--- src/rtl/vga_timing_pkg.sv ---
// Shared raster timing definitions for the VGA display path: default
// 800x600@72 constants, axis totals and the display_addr packing used by
// the scan driver, the GPU and the mapper.
package vga_timing_pkg;

    localparam int COORD_W = 11;
    localparam int ADDR_W  = 2 * COORD_W;

    typedef logic [COORD_W-1:0] coord_t;
    typedef logic [ADDR_W-1:0]  addr_t;

    // Default 800x600@72 timing, 50 MHz pixel clock
    localparam int H_SYNC_DEF   = 120;
    localparam int H_BACK_DEF   = 64;
    localparam int H_ACTIVE_DEF = 800;
    localparam int H_FRONT_DEF  = 56;
    localparam int V_SYNC_DEF   = 6;
    localparam int V_BACK_DEF   = 23;
    localparam int V_ACTIVE_DEF = 600;
    localparam int V_FRONT_DEF  = 37;

    // Per-position flags carried down the output pipeline
    typedef struct packed {
        logic hs;
        logic vs;
        logic act;
        logic first;
    } scan_flags_t;

    function automatic int h_tot(int sync, int back, int active, int front);
        return sync + back + active + front;
    endfunction

    function automatic int v_tot(int sync, int back, int active, int front);
        return sync + back + active + front;
    endfunction

    // display_addr layout: {h[10:0], v[10:0]}
    function automatic addr_t pack_addr(coord_t h, coord_t v);
        return {h, v};
    endfunction

endpackage

--- src/rtl/vga_scan_driver_if.sv ---
// Display fetch bus between the scan driver (address issuer, data consumer)
// and the GPU (answers the requested raster position).
interface vga_scan_driver_if;
    import vga_timing_pkg::*;

    addr_t       display_addr;
    logic [2:0]  display_data;

    modport master (output display_addr, input display_data);
    modport slave  (input display_addr, output display_data);
endinterface

--- src/rtl/vga_axis_counter.sv ---
// One raster axis: a wrapping position counter ordered sync, back porch,
// active, front porch, with decoded sync/active flags for the current count.
module vga_axis_counter
    import vga_timing_pkg::*;
#(
    parameter int SYNC   = H_SYNC_DEF,
    parameter int BACK   = H_BACK_DEF,
    parameter int ACTIVE = H_ACTIVE_DEF,
    parameter int FRONT  = H_FRONT_DEF
) (
    input  logic   clk,
    input  logic   rst,
    input  logic   en,
    output logic   wrap,
    output coord_t cnt,
    output logic   sync,
    output logic   active
);

    localparam int     TOT      = h_tot(SYNC, BACK, ACTIVE, FRONT);
    localparam coord_t LAST     = coord_t'(TOT - 1);
    localparam coord_t SYNC_END = coord_t'(SYNC);
    localparam coord_t ACT_BEG  = coord_t'(SYNC + BACK);
    localparam coord_t ACT_END  = coord_t'(SYNC + BACK + ACTIVE);

    coord_t cnt_q, cnt_d;

    // wrap is the terminal count of an enabled step; it enables the next axis
    assign wrap = en && (cnt_q == LAST);

    // next count: reset to 0, wrap at the end of the axis, else step when enabled
    always_comb begin
        cnt_d = cnt_q;
        if (rst)
            cnt_d = '0;
        else if (wrap)
            cnt_d = '0;
        else if (en)
            cnt_d = cnt_q + 1'b1;
    end

    // count register
    always_ff @(posedge clk) begin
        cnt_q <= cnt_d;
    end

    assign cnt    = cnt_q;
    assign sync   = (cnt_q < SYNC_END);
    assign active = (cnt_q >= ACT_BEG) && (cnt_q < ACT_END);

endmodule

--- src/rtl/vga_scan_driver.sv ---
// VGA raster timing generator and pin stage. Issues the raster position as
// display_addr, then after PIPE_DELAY cycles drives RGB/sync/status pins
// for that same position, with the GPU's pixel captured on the last stage.
module vga_scan_driver
    import vga_timing_pkg::*;
#(
    parameter int H_SYNC     = H_SYNC_DEF,
    parameter int H_BACK     = H_BACK_DEF,
    parameter int H_ACTIVE   = H_ACTIVE_DEF,
    parameter int H_FRONT    = H_FRONT_DEF,
    parameter int V_SYNC     = V_SYNC_DEF,
    parameter int V_BACK     = V_BACK_DEF,
    parameter int V_ACTIVE   = V_ACTIVE_DEF,
    parameter int V_FRONT    = V_FRONT_DEF,
    parameter bit HS_POL     = 1'b1,
    parameter bit VS_POL     = 1'b1,
    parameter int PIPE_DELAY = 1
) (
    input  logic               sysclk,
    input  logic               reset,
    vga_scan_driver_if.master  disp,
    output logic [2:0]         vga_rgb,
    output logic               vga_hsync,
    output logic               vga_vsync,
    output logic               frame_start,
    output logic               active
);

    if (PIPE_DELAY < 1 || PIPE_DELAY > 4) begin : g_bad_pipe_delay
        $error("vga_scan_driver: PIPE_DELAY must be in 1..4");
    end

    coord_t h_cnt, v_cnt;
    logic   h_wrap, h_sync, h_act;
    logic   v_wrap_unused, v_sync, v_act;

    vga_axis_counter #(
        .SYNC(H_SYNC), .BACK(H_BACK), .ACTIVE(H_ACTIVE), .FRONT(H_FRONT)
    ) u_h_axis (
        .clk(sysclk), .rst(reset), .en(1'b1),
        .wrap(h_wrap), .cnt(h_cnt), .sync(h_sync), .active(h_act)
    );

    // vertical axis steps once per horizontal wrap
    vga_axis_counter #(
        .SYNC(V_SYNC), .BACK(V_BACK), .ACTIVE(V_ACTIVE), .FRONT(V_FRONT)
    ) u_v_axis (
        .clk(sysclk), .rst(reset), .en(h_wrap),
        .wrap(v_wrap_unused), .cnt(v_cnt), .sync(v_sync), .active(v_act)
    );

    assign disp.display_addr = pack_addr(h_cnt, v_cnt);

    // chain[0] is the position currently on display_addr; chain[k] is the
    // position issued k cycles ago. chain[PIPE_DELAY] is what the pins show.
    scan_flags_t                  cur_flags;
    scan_flags_t [PIPE_DELAY-1:0] pipe_q, pipe_d;
    scan_flags_t [PIPE_DELAY:0]   chain;
    scan_flags_t                  feed_flags, out_flags;
    logic [2:0]                   rgb_q, rgb_d;

    assign cur_flags = '{hs:    h_sync,
                         vs:    v_sync,
                         act:   h_act && v_act,
                         first: (h_cnt == '0) && (v_cnt == '0)};

    assign chain      = {pipe_q, cur_flags};
    assign feed_flags = chain[PIPE_DELAY-1];
    assign out_flags  = chain[PIPE_DELAY];

    // shift the flags one stage and capture the pixel into the final stage;
    // reset flushes every stage so no partial pixel follows a reset
    always_comb begin
        pipe_d = chain[PIPE_DELAY-1:0];
        rgb_d  = feed_flags.act ? disp.display_data : 3'b000;
        if (reset) begin
            pipe_d = '0;
            rgb_d  = 3'b000;
        end
    end

    // pipeline and pixel registers
    always_ff @(posedge sysclk) begin
        pipe_q <= pipe_d;
        rgb_q  <= rgb_d;
    end

    assign vga_rgb     = rgb_q;
    assign vga_hsync   = out_flags.hs ? HS_POL : ~HS_POL;
    assign vga_vsync   = out_flags.vs ? VS_POL : ~VS_POL;
    assign active      = out_flags.act;
    assign frame_start = out_flags.first;

endmodule

--- src/flat_wrapper.sv ---
// flat-port wrapper written by rule: the top's interface ports become plain ports
module vga_scan_driver_flat import vga_timing_pkg::*;
#(
    parameter int H_SYNC     = H_SYNC_DEF,
    parameter int H_BACK     = H_BACK_DEF,
    parameter int H_ACTIVE   = H_ACTIVE_DEF,
    parameter int H_FRONT    = H_FRONT_DEF,
    parameter int V_SYNC     = V_SYNC_DEF,
    parameter int V_BACK     = V_BACK_DEF,
    parameter int V_ACTIVE   = V_ACTIVE_DEF,
    parameter int V_FRONT    = V_FRONT_DEF,
    parameter bit HS_POL     = 1'b1,
    parameter bit VS_POL     = 1'b1,
    parameter int PIPE_DELAY = 1
)
  (sysclk, reset, vga_rgb, vga_hsync, vga_vsync, frame_start, active, disp_display_addr, disp_display_data);
  vga_scan_driver_if disp_i ();
  input  logic sysclk;
  input  logic reset;
  output logic [2:0] vga_rgb;
  output logic vga_hsync;
  output logic vga_vsync;
  output logic frame_start;
  output logic active;
  output wire logic [$bits(disp_i.display_addr)-1:0] disp_display_addr;
  input wire logic [$bits(disp_i.display_data)-1:0] disp_display_data;
  assign disp_display_addr = disp_i.display_addr;
  assign disp_i.display_data = disp_display_data;
  vga_scan_driver #(.H_SYNC(H_SYNC), .H_BACK(H_BACK), .H_ACTIVE(H_ACTIVE), .H_FRONT(H_FRONT), .V_SYNC(V_SYNC), .V_BACK(V_BACK), .V_ACTIVE(V_ACTIVE), .V_FRONT(V_FRONT), .HS_POL(HS_POL), .VS_POL(VS_POL), .PIPE_DELAY(PIPE_DELAY)) u_core (.sysclk(sysclk), .reset(reset), .disp(disp_i), .vga_rgb(vga_rgb), .vga_hsync(vga_hsync), .vga_vsync(vga_vsync), .frame_start(frame_start), .active(active));
endmodule
--- config.mk ---
export PLATFORM = sky130hd
export DESIGN_NAME = vga_scan_driver_flat
export DESIGN_NICKNAME = d
export VERILOG_FILES = /design/src/rtl/vga_timing_pkg.sv /design/src/rtl/vga_scan_driver_if.sv /design/src/rtl/vga_axis_counter.sv /design/src/rtl/vga_scan_driver.sv /design/src/flat_wrapper.sv
export SDC_FILE = /design/constraint.sdc
export NUM_CORES = 1
export LEC_CHECK = 0
export CAP_MARGIN = 15
export CORE_MARGIN = 2
export CORE_UTILIZATION = 44
export CTS_CLUSTER_SIZE = 10
export DETAILED_ROUTE_END_ITERATION = 10
export GPL_TIMING_DRIVEN = 0
export MAX_ROUTING_LAYER = met4
export PLACE_DENSITY = 0.85
export SKIP_CTS_REPAIR_TIMING = 1
export SLEW_MARGIN = 40
export SYNTH_ARGS = -nofsm -noshare
export SYNTH_HDL_FRONTEND = slang
export SYNTH_SLANG_ARGS = --single-unit
--- constraint.sdc ---
create_clock -name sysclk -period 2.3 [get_ports sysclk]
set_clock_uncertainty 0.2 [all_clocks]
set_input_delay 0.69 -clock sysclk [delete_from_list [all_inputs] [get_ports sysclk]]
set_output_delay 0.69 -clock sysclk [all_outputs]
set_load 0.02 [all_outputs]
==> results summary <==
The run finished, with violations left. The final reports fail on negative setup slack. The final-layout fill cell count came out at ~290. The worst-case setup margin in the final layout is -44.5 ps. The count of warnings emitted by yosys is 0.

In the final layout, the multi-input gates occupy 788 um2. The wire length of the first global-routing pass came out at roughly 5.5 mm. The TritonCTS clock tree is built. The clock-pin slew on the worst setup and hold paths came out at 90 ps.

The maximum fanout count along the critical path came out at 7. The share of total power consumed by net switching is roughly a quarter. Data on the critical path is required at its endpoint by approximately 2400 ps. The average instance area after synthesis is slightly above 8 um2. The cell-internal power is around 660 uW. The die is around 61 um wide. The global-route usage over all layers came out at 20.9%. The die footprint came out at between 3000 and 4000 um2.

The layer flagged by global routing as most heavily used is met2. The sum of internal, switching and leakage power is 868 uW. The worst-case vdd ir drop is 0.249 mV. After the last flow step, the layout net total stands at around 220. In the final layout, the share of cells above drive strength 1 is 17.3%. The most frequent standard cell in the layout excluding fill and tap cells is nor2_1. The total leakage power came out at between 0.0008 and 0.0009 uW. The total count of max-transition violations in the final report is 0. The number of global-route vias before repair is 1,198. Across the whole layout, storage elements account for about 600 um2. The proportion of power drawn by combinational gates came out at 7.4%. The vias after detailed routing came out at about 1,400. The highest clock frequency the design can meet came out at ~430 MHz.

The clock latency on the worst-skew pair came out at around 330 ps. The clock share of power came out at between 30% and 40%. The power per cell area is approximately 440 nW/um2.

The actual slew at the worst max-slew pin came out at about 470 ps. The diode insertion count for antenna repair came out at 0. The wire length reported by the detailed router came out at about 3.5 mm.

For this run, design rule violations remaining after detail routing come to 0. The global routing usage on met2 is between 20% and 30%. The initial core utilization is around 46%. The minimum clock period after layout is around 2300 ps. The worst max-slew margin expressed relative to the limit came out at between 60% and 70%. The final core utilization came out at between 60% and 70%.

In this run, CTS created clock tree buffers numbering 5. The period utilization came out at 102%. The area added between synthesis and finish came out at 37.1%. At the worst endpoint, the arrival time is around 2400 ps. The post-synth design cell area came out at between 1000 and 1500 um2.

The number of search-and-repair iterations in the first detailed-routing pass came out at 4. Setup repair after global routing could not meet its margin everywhere. The met1 usage in global routing is approximately 28%.

The placement row count is 20. Measured along the y axis, the die boundary spans approximately 61 um. The number of distinct library cells after synthesis is 36. The post-synthesis register bit count is 29. The worst-case register-to-register setup slack came out at -40 ps. STA classifies the critical path startpoint as a flip-flop. The leftover overflow at the end of global routing came out at 0.

The maximum number of pins on one net before global-route repair is 11. The post-synthesis instance total came out at around 170. The number of buffer cells added on primary ports is 32. The type of the setup path with the least slack is flip-flop to flip-flop. In the layout the commonest cells are nor2_1, clkdlybuf4s50_1, dfxtp_1. The post-detailed-route via-to-cell ratio came out at 5.29. The violation count after the first detailed-routing iteration came out at 36. The clock tree buffer depth came out at 2. Clock tree synthesis selected as its root buffer the cell clkbuf_4. The number of antenna violations at the first check in global routing came out at 0. The post-synthesis net count is roughly 180. The global-route met3 utilization came out at under 10%. The number of I/O pins is 34.

The sum of net half-perimeters after detailed placement is approximately 2.5 mm. The count of maximum capacitance violations came out at 0. In this run the worst hold path is classified as flip-flop to flip-flop. CTS built an H-tree with a depth of 2. Once detail routing completed, the nets flagged for antenna violations numbered 0. In the final routed layout, each cell accounts on average for about 13 um. CTS saw 29 sinks. The final hold violation count came to 0. The placer congestion estimate came out at between 0.8 and 0.9. The sequential fraction of the synthesis area came out at between 40% and 50%. The part of the power in registers is about 59%. The area of the placeable core is around 3100 um2. The kind of end point of the critical path is a flip-flop.

The total net switching power came out at about 210 uW. The count of endpoints failing setup in the final report is 3.
## logic make-up after synthesis
logic type	after synthesis	synth area share, %
compound gates	24	10.2
xor+xnor	12	7.37
fa+ha+maj	5	4.39
buf+inv	21	6.32
flops	29	40.7
mux	1	0.702
simple gates	81	30.4
## critical path, cell delays in order (launching register included)
cell     delay, ps
dfxtp_4        360
buf_6          130
or3_4          410
or4_4          430
buf_6          150
or4_1          480
a21oi_2        120
## power groups by stage
stage | logic [uW] | registers, uW | clock network [uW]
after floorplan | 23.4 | 535 | 0
after global placement | 61.3 | 524 | 0
after detailed placement | 62.0 | 525 | 0
after CTS | 62.5 | 513 | 297
after global routing | 69.0 | 516 | 321
final | 64.4 | 514 | 290
## cell usage after synthesis, drive strengths merged
cell | number | area share (%)
clkbuf | 7 | 1.9
nand3 | 7 | 2.5
a211oi | 1 | 0.53
or4 | 4 | 2.1
or3 | 5 | 3.1
nor2 | 22 | 5.8
buf | 3 | 1.5
dfxtp | 29 | 41
o31ai | 2 | 1.1
inv | 11 | 2.9
o21bai | 1 | 0.53
mux2i | 1 | 0.70
nand2 | 7 | 1.8
nand4 | 11 | 4.8
o2111ai | 1 | 0.61
xor2 | 3 | 1.8
ha | 5 | 4.4
and4 | 1 | 0.61
nor4 | 2 | 0.88
or4b | 1 | 0.70
o211ai | 3 | 1.6
nor3 | 15 | 5.3
and2 | 1 | 0.44
nand3b | 1 | 0.53
a31oi | 1 | 0.44
or2 | 2 | 0.88
o21ai | 6 | 2.1
a21oi | 8 | 2.8
and3 | 1 | 0.44
a21o | 1 | 0.53
nor3b | 1 | 0.53
xnor2 | 9 | 5.5
## path summary, 6_finish.rpt
kind,from,end,cells after the start
worst max register to register,u_core.u_h_axis.cnt[6],u_core.u_v_axis.cnt[10],6
worst min-delay path,u_core.u_h_axis.cnt[0],u_core.u_h_axis.cnt[0],1
worst min register to register,u_core.u_h_axis.cnt[0],u_core.u_h_axis.cnt[0],1
worst max-delay path,u_core.u_h_axis.cnt[6],u_core.u_v_axis.cnt[10],6
## per-layer routing
layer / up-vias / share of wire [%]
met4: 0 / 2.0
met5: - / 0
met1: 633 / 48
met2: 35 / 46
met3: 8 / 4.2
li1: 690 / -
## metrics by stage
stage                     cells  hold WS, ps  area [um2]  worst slack (ps)  setup TNS, ps
after global placement      249          234        1820             -30.7          -73.7
after global routing        258          315        1960              -106           -236
after detailed placement    249          238        1820             -48.9           -105
after floorplan             173          280        1450              1.97              0
final                       258          282        1960             -44.5          -78.7
after CTS                   257          251        1870             -98.6           -785
## registers in the layout, indices dropped and copies added, names as in the netlist
name / count
u_core.chain: 2
u_core.u_h_axis.cnt: 11
u_core.u_v_axis.cnt: 11
u_core.active: 1
u_core.vga_rgb: 3
u_core.frame_start: 1
## final cells by class
class                      instances  share of cell area (%)
timing repair buffer              33                    18.2
inverter                          11                    2.11
multi-input combinational        123                    40.3
tap                               44                    2.82
clock buffer                       8                    2.50
buffer                            10                    3.52
sequential                        29                    30.6
No activity file was read; power rests on OpenSTA's default activity.
